==> src/rtl/instr_fetch_pkg.sv <==
// Shared types, field positions and target helpers for the fetch front end.
package instr_fetch_pkg;

  localparam logic [31:0] RESET_PC_DEFAULT = 32'h0000_0000;

  // Instruction field positions used for target computation
  localparam int IMM_MSB  = 15;
  localparam int IMM_LSB  = 0;
  localparam int JIDX_MSB = 25;
  localparam int JIDX_LSB = 0;

  // Issue FSM: IDLE = nothing outstanding, WAIT = one request outstanding,
  // WAIT_DISCARD = one request outstanding whose word must be dropped.
  typedef enum logic [1:0] {
    ST_IDLE         = 2'd0,
    ST_WAIT         = 2'd1,
    ST_WAIT_DISCARD = 2'd2
  } fetch_state_t;

  // One prefetch queue entry
  typedef struct packed {
    logic [31:0] pc;
    logic [31:0] instr;
  } fetch_entry_t;

  // Conditional branch: pc+4 plus sign-extended word offset
  function automatic logic [31:0] branch_target(input logic [31:0] pc_plus4,
                                                input logic [31:0] word);
    return pc_plus4 + {{14{word[IMM_MSB]}}, word[IMM_MSB:IMM_LSB], 2'b00};
  endfunction

  // j/jal: region bits of pc+4 concatenated with the word index
  function automatic logic [31:0] jump_target(input logic [31:0] pc_plus4,
                                              input logic [31:0] word);
    return {pc_plus4[31:28], word[JIDX_MSB:JIDX_LSB], 2'b00};
  endfunction

  // jr/jalr: register value forced to word alignment
  function automatic logic [31:0] jump_reg_target(input logic [31:0] rs);
    return rs & 32'hFFFF_FFFC;
  endfunction

endpackage

==> src/rtl/instr_fetch_buffer.sv <==
// Two-entry FIFO of {pc, instr}. Flush has priority over push/pop.
// Head reads as zero while empty.
module instr_fetch_buffer
  import instr_fetch_pkg::*;
(
  input  logic         clk,
  input  logic         rst_n,
  input  logic         push,
  input  fetch_entry_t push_data,
  input  logic         pop,
  input  logic         flush,
  output logic [1:0]   count,
  output fetch_entry_t head
);

  fetch_entry_t mem [2];
  logic         rd_ptr;
  logic         wr_ptr;

  // Storage, pointers and occupancy; push+pop on a full queue keeps count at 2
  always_ff @(posedge clk or negedge rst_n) begin
    if (!rst_n) begin
      mem[0] <= '0;
      mem[1] <= '0;
      rd_ptr <= 1'b0;
      wr_ptr <= 1'b0;
      count  <= 2'd0;
    end else if (flush) begin
      rd_ptr <= 1'b0;
      wr_ptr <= 1'b0;
      count  <= 2'd0;
    end else begin
      if (push) begin
        mem[wr_ptr] <= push_data;
        wr_ptr      <= ~wr_ptr;
      end
      if (pop) begin
        rd_ptr <= ~rd_ptr;
      end
      count <= count + {1'b0, push} - {1'b0, pop};
    end
  end

  // Head entry, zeroed when nothing is held
  always_comb begin
    head = '0;
    if (count != 2'd0) begin
      head = mem[rd_ptr];
    end
  end

endmodule

==> src/rtl/instr_fetch.sv <==
// Fetch front end: owns the PC, issues word fetches over req/ack, buffers
// up to two words and presents {pc, instr} to decode.
//
// Handshakes:
//   imem: imem_req is raised with a stable imem_addr and held until the cycle
//         imem_ack is high (ack may come in the very cycle req rises); a
//         request is never withdrawn, so a redirect marks it for discard.
//   decode: an entry transfers in a cycle where instr_valid & instr_ready;
//         branch_en/jump_en/jump_reg_en only count in such a cycle.
module instr_fetch
  import instr_fetch_pkg::*;
#(
  parameter logic [31:0] RESET_PC  = RESET_PC_DEFAULT,
  parameter int          BUF_DEPTH = 2
) (
  input  logic        clk,
  input  logic        rst_n,
  output logic        imem_req,
  output logic [31:0] imem_addr,
  input  logic        imem_ack,
  input  logic [31:0] imem_rdata,
  output logic        instr_valid,
  output logic [31:0] instr,
  output logic [31:0] pc,
  input  logic        instr_ready,
  input  logic        branch_en,
  input  logic        jump_en,
  input  logic        jump_reg_en,
  input  logic [31:0] rs_data
);

  localparam logic [1:0] DEPTH_L = 2'(BUF_DEPTH);

  fetch_state_t state;
  logic [31:0]  fetch_pc;
  logic [31:0]  fetch_pc_n;
  logic [31:0]  pc_plus4;
  logic [31:0]  target;
  logic [1:0]   count;
  logic [1:0]   count_n;
  logic         fire;
  logic         redirect;
  logic         got_ack;
  logic         push;
  logic         issue;
  fetch_entry_t head;
  fetch_entry_t push_data;

  assign instr_valid = (count != 2'd0);
  assign instr       = head.instr;
  assign pc          = head.pc;

  assign fire     = instr_valid & instr_ready;
  assign redirect = fire & (jump_reg_en | jump_en | branch_en);
  assign pc_plus4 = pc + 32'd4;

  // An ack only means something while a request is outstanding; the word is
  // kept only if it is not marked for discard and no redirect squashes it.
  assign got_ack   = imem_ack & (state != ST_IDLE);
  assign push      = got_ack & (state == ST_WAIT) & ~redirect;
  assign push_data = {imem_addr, imem_rdata};

  // Redirect target, jump_reg over jump over branch
  always_comb begin
    target = branch_target(pc_plus4, instr);
    if (jump_reg_en) begin
      target = jump_reg_target(rs_data);
    end else if (jump_en) begin
      target = jump_target(pc_plus4, instr);
    end
  end

  // Occupancy and fetch address as they will be after this cycle
  always_comb begin
    count_n    = count + {1'b0, push} - {1'b0, fire};
    fetch_pc_n = fetch_pc;
    if (redirect) begin
      count_n    = 2'd0;
      fetch_pc_n = target;
    end else if (push) begin
      fetch_pc_n = fetch_pc + 32'd4;
    end
  end

  // A new request may start when the slot is free (idle, or the outstanding
  // one completes now) and the queue will still have room for its word.
  assign issue = ((state == ST_IDLE) | got_ack) & (count_n < DEPTH_L);

  // Issue FSM with registered request outputs and fetch PC
  always_ff @(posedge clk or negedge rst_n) begin
    if (!rst_n) begin
      state     <= ST_IDLE;
      imem_req  <= 1'b0;
      imem_addr <= RESET_PC;
      fetch_pc  <= RESET_PC;
    end else begin
      fetch_pc <= fetch_pc_n;
      case (state)
        ST_IDLE: begin
          if (issue) begin
            state     <= ST_WAIT;
            imem_req  <= 1'b1;
            imem_addr <= fetch_pc_n;
          end
        end
        ST_WAIT, ST_WAIT_DISCARD: begin
          if (got_ack) begin
            if (issue) begin
              state     <= ST_WAIT;
              imem_req  <= 1'b1;
              imem_addr <= fetch_pc_n;
            end else begin
              state    <= ST_IDLE;
              imem_req <= 1'b0;
            end
          end else if (redirect) begin
            state <= ST_WAIT_DISCARD;
          end
        end
        default: begin
          state    <= ST_IDLE;
          imem_req <= 1'b0;
        end
      endcase
    end
  end

  instr_fetch_buffer u_buffer (
    .clk       (clk),
    .rst_n     (rst_n),
    .push      (push),
    .push_data (push_data),
    .pop       (fire),
    .flush     (redirect),
    .count     (count),
    .head      (head)
  );

endmodule

==> config.mk <==
export PLATFORM = sky130hd
export DESIGN_NAME = instr_fetch
export DESIGN_NICKNAME = d
export VERILOG_FILES = /design/src/rtl/instr_fetch_pkg.sv /design/src/rtl/instr_fetch_buffer.sv /design/src/rtl/instr_fetch.sv
export SDC_FILE = /design/constraint.sdc
export NUM_CORES = 1
export LEC_CHECK = 0
export CAP_MARGIN = 10
export CORE_ASPECT_RATIO = 0.8
export CORE_MARGIN = 2
export CORE_UTILIZATION = 50
export DETAILED_ROUTE_END_ITERATION = 6
export DONT_BUFFER_PORTS = 1
export PLACE_DENSITY_LB_ADDON = 0.3
export SLEW_MARGIN = 0
export SYNTH_ARGS = -nofsm -noshare
export SYNTH_HDL_FRONTEND = slang
export SYNTH_HIERARCHICAL = 1
export SYNTH_SLANG_ARGS = --single-unit
==> constraint.sdc <==
create_clock -name clk -period 5.3 [get_ports clk]
set_clock_uncertainty 0.1 [all_clocks]
set_input_delay 0.53 -clock clk [delete_from_list [all_inputs] [get_ports clk]]
set_output_delay 0.53 -clock clk [all_outputs]
set_load 0.05 [all_outputs]
== Word level (Yosys, flattened, before mapping) ==
Index checks and enable logic that the tools add are counted.

* $add $sub $neg: 5
* Multiply operators: 0
* Div/mod/pow operators: 0
* $lt $le $gt $ge: 4
* Eq/ne operators: 5
* Shifts and indexed selects: 0
* Muxes and demuxes: 28
* Bitwise logic cells: 14
* Reductions and logical operators: 12

{| class="wikitable"
|+ Operators by type and width
! kind !! count
|-
| 2-to-1 mux 64 bit || 5
|-
| 2-to-1 mux 32 bit || 6
|-
| bitwise mux 128 bit || 1
|-
| adder 32 x 3 -> 32 bit, second input constant || 2
|-
| demux 64 bit (select 1 bit) || 1
|-
| case mux 32 bit (2 select lines) || 1
|-
| adder 32 bit || 1
|-
| nonzero test 2 bit || 5
|-
| 2-to-1 mux 1 bit || 8
|-
| 2-to-1 mux 2 bit || 4
|-
| AND reduction 2 bit || 4
|-
| bitwise AND 1 bit || 6
|-
| greater-or-equal comparator 2 bit, second input constant || 2
|-
| != test 2 bit, second input constant || 2
|-
| NOT 1 -> 2 bit || 2
|-
| case mux 2 bit (2 select lines) || 1
|-
| != test 3 bit, second input constant || 1
|-
| NOT 1 bit || 3
|-
| bitwise OR 1 bit || 3
|-
| adder 2 x 1 -> 2 bit || 1
|-
| equality test 2 x 1 -> 1 bit, second input constant || 1
|-
| equality test 2 bit, second input constant || 1
|-
| logical NOT 2 bit || 1
|-
| less-than comparator 2 x 1 -> 1 bit, second input constant || 1
|-
| 5 further kinds || 5
|}

* Flip-flop bits (word level): 199
* Latch bits: 0
* Memory bits (writable): 0
* Bits in read-only memories: 0
* Bits of input ports: 71
* Output and inout port bits: 98
* Word-level logic and storage cells: 79
* Memories: 0

== Logic depth before layout (Yosys ltp) ==
* Depth in word-level cells: 13
* Gate-level depth with buffers: 20

== Cells and area by module ==
Netlist, hierarchy kept.

{| class="wikitable"
|+ By module, submodules not included
! module !! times used !! cells each !! area an instance (µm²)
|-
| instr_fetch_buffer || 1 || 429 || 6344.8
|-
| instr_fetch || 1 || 735 || 6062.1
|}

== Least setup slack after synthesis ==
OpenSTA, ideal clock, no wires.

* Kind: reg-to-reg
* Start point: register u_buffer.rd_ptr
* End point: register imem_addr[28]
* Library setup time: 125 ps
* Data arrival time: 4887 ps
* Data required time: 5075 ps
* Slack: 188 ps
* Cell stages (with the launch flop): 19
* Period minus slack after synthesis: 5112 ps
* Cell sequence: dfrtp_1 > buf_2 > buf_4 > mux2i_1 > nor2_1 > and4_1 > nand2_1 > nor2_1 > nand4_1 > xnor2_1 > ha_1 > nand2_1 > o21ai_1 > a41oi_1 > o41ai_2 > a31oi_4 > xnor2_1 > a2111o_1 > mux2_4

* Cells in the longest elaborated chain, start to end: 13

{| class="wikitable"
|+ RTL lines
! what !! RTL line !! source
|-
| start: declaration || instr_fetch_buffer.sv:17 || <nowiki>logic rd_ptr;</nowiki>
|-
| start signal: assignment || instr_fetch_buffer.sv:38 || <nowiki>rd_ptr <= ~rd_ptr;</nowiki>
|-
| NOT 1 -> 2 bit (not written as such) * || instr_fetch_buffer.sv:48 || <nowiki>head = mem[rd_ptr];</nowiki>
|-
| 2-to-1 mux 64 bit (not written as such) * (3 in a row) || instr_fetch_buffer.sv:48 ||
|-
| 2-to-1 mux 64 bit * || instr_fetch_buffer.sv:47 || <nowiki>if (count != 2'd0) begin</nowiki>
|-
| net pc[4] || instr_fetch.sv:24 || <nowiki>output logic [31:0] pc,</nowiki>
|-
| adder 32 x 3 -> 32 bit * || instr_fetch.sv:55 || <nowiki>assign pc_plus4 = pc + 32'd4;</nowiki>
|-
| adder 32 bit || instr_fetch_pkg.sv:29 || <nowiki>return pc_plus4 + {{14{word[IMM_MSB]}}, word[IMM_MSB:IMM_LSB], 2'b00};</nowiki>
|-
| 2-to-1 mux 32 bit * || instr_fetch.sv:68 || <nowiki>end else if (jump_en) begin</nowiki>
|-
| 2-to-1 mux 32 bit * || instr_fetch.sv:66 || <nowiki>if (jump_reg_en) begin</nowiki>
|-
| 2-to-1 mux 32 bit * || instr_fetch.sv:77 || <nowiki>if (redirect) begin</nowiki>
|-
| net fetch_pc_n[28] || instr_fetch.sv:36 || <nowiki>logic [31:0] fetch_pc_n;</nowiki>
|-
| 2-to-1 mux 32 bit * || instr_fetch.sv:100, instr_fetch.sv:108 ||
|-
| 2-to-1 mux 32 bit || instr_fetch.sv:107 || <nowiki>if (got_ack) begin</nowiki>
|-
| case mux 32 bit (2 select lines) * || instr_fetch.sv:98 || <nowiki>case (state)</nowiki>
|-
| end signal: assignment || instr_fetch.sv:103 || <nowiki>imem_addr <= fetch_pc_n;</nowiki>
|-
| end signal: assignment || instr_fetch.sv:111 || <nowiki>imem_addr <= fetch_pc_n;</nowiki>
|-
| end: declaration || instr_fetch.sv:19 || <nowiki>output logic [31:0] imem_addr,</nowiki>
|}

The timed path passes the listed nets; every way through them passes the cells marked *. The select of a mux whose other input is x is not followed.
A chain may end at the register's enable or synchronous reset.

== Worst setup path after layout ==
* Start point: register u_buffer.rd_ptr
* End point: register imem_addr[31]

* Cells in the longest elaborated chain, start to end: 13

{| class="wikitable"
|+ RTL lines
! what !! RTL line
|-
| NOT 1 -> 2 bit (not written as such) * || instr_fetch_buffer.sv:48
|-
| 2-to-1 mux 64 bit (not written as such) * (3 in a row) || instr_fetch_buffer.sv:48
|-
| 2-to-1 mux 64 bit * || instr_fetch_buffer.sv:47
|-
| adder 32 x 3 -> 32 bit || instr_fetch.sv:55
|-
| adder 32 bit || instr_fetch_pkg.sv:29
|-
| 2-to-1 mux 32 bit * || instr_fetch.sv:68
|-
| 2-to-1 mux 32 bit * || instr_fetch.sv:66
|-
| 2-to-1 mux 32 bit * || instr_fetch.sv:77
|-
| 2-to-1 mux 32 bit * || instr_fetch.sv:100, instr_fetch.sv:108
|-
| 2-to-1 mux 32 bit || instr_fetch.sv:107
|-
| case mux 32 bit (2 select lines) * || instr_fetch.sv:98
|}

Mark *: on every way between the ends. The rest lies on a longest branch, timed or not. The select of a mux whose other input is x is not followed.

==> flow_summary.ini <==
[grt]
grt_max_degree = 200
antenna_found_initial = 3
grt_pass1_vias = 9094
grt_first_pass_wirelength_um = 53700
grt.overflow.total = 0
grtUsageTotal = 0.268

[routing]
drtPass1Iterations = 5
ant_nets = 0
dr.first_iter.drc_count = 800
via_per_inst = 6.00
drc = 0
num_vias = 9150
wl_per_cell_um = 22.5
wirelength_um = 34400

[sta]
rsz0062_at_grt = false
fmax_mhz = 194
worst_hold_slack_ps = -106
finalHoldViolations = 22
tightest_slew_ps = 1250
fin_crit_sh = 0.971
maxSlewViolCount = 0
tns_ps = 0
finalSetupViolCount = 0
min_period_ps = 5140
slew_headroom = 0.164

[clock_tree]
clk_latency_ps = 460
post_cts_resized = 0
cts.clk_slew.worst_paths_ps = 80
cts_tree = yes
cts_made_buffers = 17
cts_buffer_depth = 2
htree_levels = 4
cts.sinks = 199
clock-root-buffer = clkbuf_16

[setup_path]
cp-start-kind = register
cp_data_arrival_time_ps = 5350
worstPathRequired_ps = 5510
end_kind = register
path_class = reg -> reg
cp_max_fo = 19

[synthesis]
synth_cells = 1164
synthFlopType = dfrtp_1
yosys_register_bits = 199
ys_warn_count = 6
avgSynthCellArea_um2 = 10.7
synth_area_mm2 = 0.0124
synth_nets = 1278
synth-edff-count = 0
synth_cell_type_count = 78
ys_async_sr_fraction = 1.00
seq_area_frac_synth = 0.401

[finish]
fin_cells = 1525
drive_gt1_frac = 0.222
final_util = 0.553
syn2layout_area_growth_pct = 8.71
finalNetCount = 1305

[floorplan]
die_y_um = 145
core_mm2 = 0.0244
dieArea_mm2 = 0.0261
die_w_um = 180
io_pins = 169
initial_core_util = 0.509
rows = 51

[pwr]
ir_drop_uv = 394
finalPower_mw = 10.3
powerDensity_mw_per_mm2 = 761
p_leak_nw = 6.15

[placed_design]
dp_hpwl_um = 25100
portBuffers = 0
gp_congestion = 0.954
dp.cells = 1489

[outcome]
violations = negative hold slack
status = finished with violations

[worst_hold_path]
hold_class = in -> async

[job]
cap_violations = 0
## layer usage
| layer | vias up | GRT usage | wire, µm |
|---|---|---|---|
| met5 | - | 0 | 16 |
| met4 | 2 | 0.0743 | 752 |
| met3 | 38 | 0.0838 | 2800 |
| met2 | 288 | 0.426 | 15500 |
| met1 | 4550 | 0.357 | 15300 |
| li1 | 4272 | - | - |
## power breakdown
part           internal [mW]  switching (mW)  total [mW]  leakage (nW)
Combinational           2.20            3.54        5.74          3.38
Sequential              2.21           0.995        3.21          2.50
Clock                  0.636           0.675        1.31         0.272
## critical path, stage by stage (launching register included)
cell and delay [ps]:
dfrtp_4 670, buf_4 360, mux2i_1 120, nor2_1 270, and4_1 300, nand3_1 180, nor4_1 580, nand3_1 220
xnor2_1 200, ha_1 400, and3_1 220, and3_1 180, nand3_1 80, a21oi_1 240, o221ai_1 220, xnor2_1 210
mux2i_1 310, o31ai_1 120
## cell type report
cell class,instances,area (µm²)
Fill cell,2150,10900
Multi-Input combinational cell,892,6940
Sequential cell,199,4980
Timing Repair Buffer,65,520
Clock buffer,18,439
Tap cell,318,398
Clock inverter,14,136
Inverter,16,60.1
Antenna cell,3,7.51
## registers in the layout (all words and copies together) (netlist names)
signal,cells
u_buffer/mem,128
fetch_pc,32
imem_addr,32
state,2
u_buffer/count,2
imem_req,1
u_buffer/rd_ptr,1
u_buffer/wr_ptr,1
## logic make-up after synthesis
family | share of synthesized area
DFF | 0.401
buffers and inverters | 0.0418
AOI/OAI and AO/OA | 0.109
and+or+nand+nor | 0.132
muxes | 0.213
xor gates and xnor gates | 0.0590
adders and majority gates | 0.0440
## per-stage QoR
| stage | cell area, µm² | worst slack (ps) |
|---|---|---|
| 2_1_floorplan | 12400 | 188 |
| 3_3_place_gp | 12900 | 379 |
| 3_5_place_dp | 12900 | 357 |
| 4_1_cts | 13500 | 284 |
| 5_1_grt | 13500 | 9.88 |
| 6_report | 13500 | 156 |
## cell usage after synthesis (all sizes together), types with 6 or more instances
| library cell | instances | area, µm² |
|---|---|---|
| a21o | 9 | 67.6 |
| nand2 | 101 | 379 |
| a31oi | 10 | 77.6 |
| mux2 | 143 | 1880 |
| a211oi | 9 | 72.6 |
| dfrtp | 199 | 4980 |
| o221ai | 6 | 52.6 |
| inv | 15 | 56.3 |
| nor4 | 7 | 50.1 |
| buf | 35 | 375 |
| clkbuf | 22 | 82.6 |
| nor3 | 24 | 125 |
| nand4 | 18 | 119 |
| mux2i | 76 | 761 |
| nand3 | 34 | 170 |
| a41oi | 6 | 52.6 |
| xor2 | 35 | 307 |
| and3 | 9 | 56.3 |
| o21ai | 46 | 245 |
| o31ai | 6 | 45.0 |
| nand2b | 6 | 37.5 |
| nor2 | 120 | 460 |
| o211ai | 12 | 90.1 |
| and2 | 7 | 43.8 |
| ha | 42 | 526 |
| xnor2 | 46 | 403 |
| a21oi | 46 | 230 |
## layout by cell type, fill, tap and decap left out, drive strengths merged, types with 5 or more instances in the layout
master	instances
a41oi	6
ha	42
xor2	35
nor2b	5
o31ai	6
a21oi	46
o211ai	12
and4	5
clkbuf	18
o21a	5
a31oi	10
nor2	120
mux2i	76
buf	65
nand4	18
xnor2	46
dfrtp	199
nor4	7
clkinv	5
a211oi	9
and3	9
and2	7
o221ai	6
nand3	34
nand2b	6
mux2	143
nor3	24
a21o	9
o21bai	5
o21ai	46
o22ai	5
or2	5
inv	22
nand2	101
## worst paths after layout
path / startpoint / endpoint / slack, ps / cells past startpoint
setup / recovery: u_buffer/rd_ptr / imem_addr[31] / 160 / 17
hold / removal: rst_n / u_buffer/mem[73] / -110 / 1
setup reg to reg: u_buffer/rd_ptr / imem_addr[31] / 160 / 17
hold reg to reg: fetch_pc[1] / fetch_pc[1] / 380 / 2
max in group asynchronous: rst_n / u_buffer/rd_ptr / 4090 / 1
min in group clk: imem_rdata[25] / u_buffer/mem[25] / 120 / 1
## what timing repair did
action | in CTS | in global routing
hold endpoints to repair | 199 | 0
hold buffers | 1 | 0
buffers inserted | 0 | 0
(Power assumes the default switching activity.)
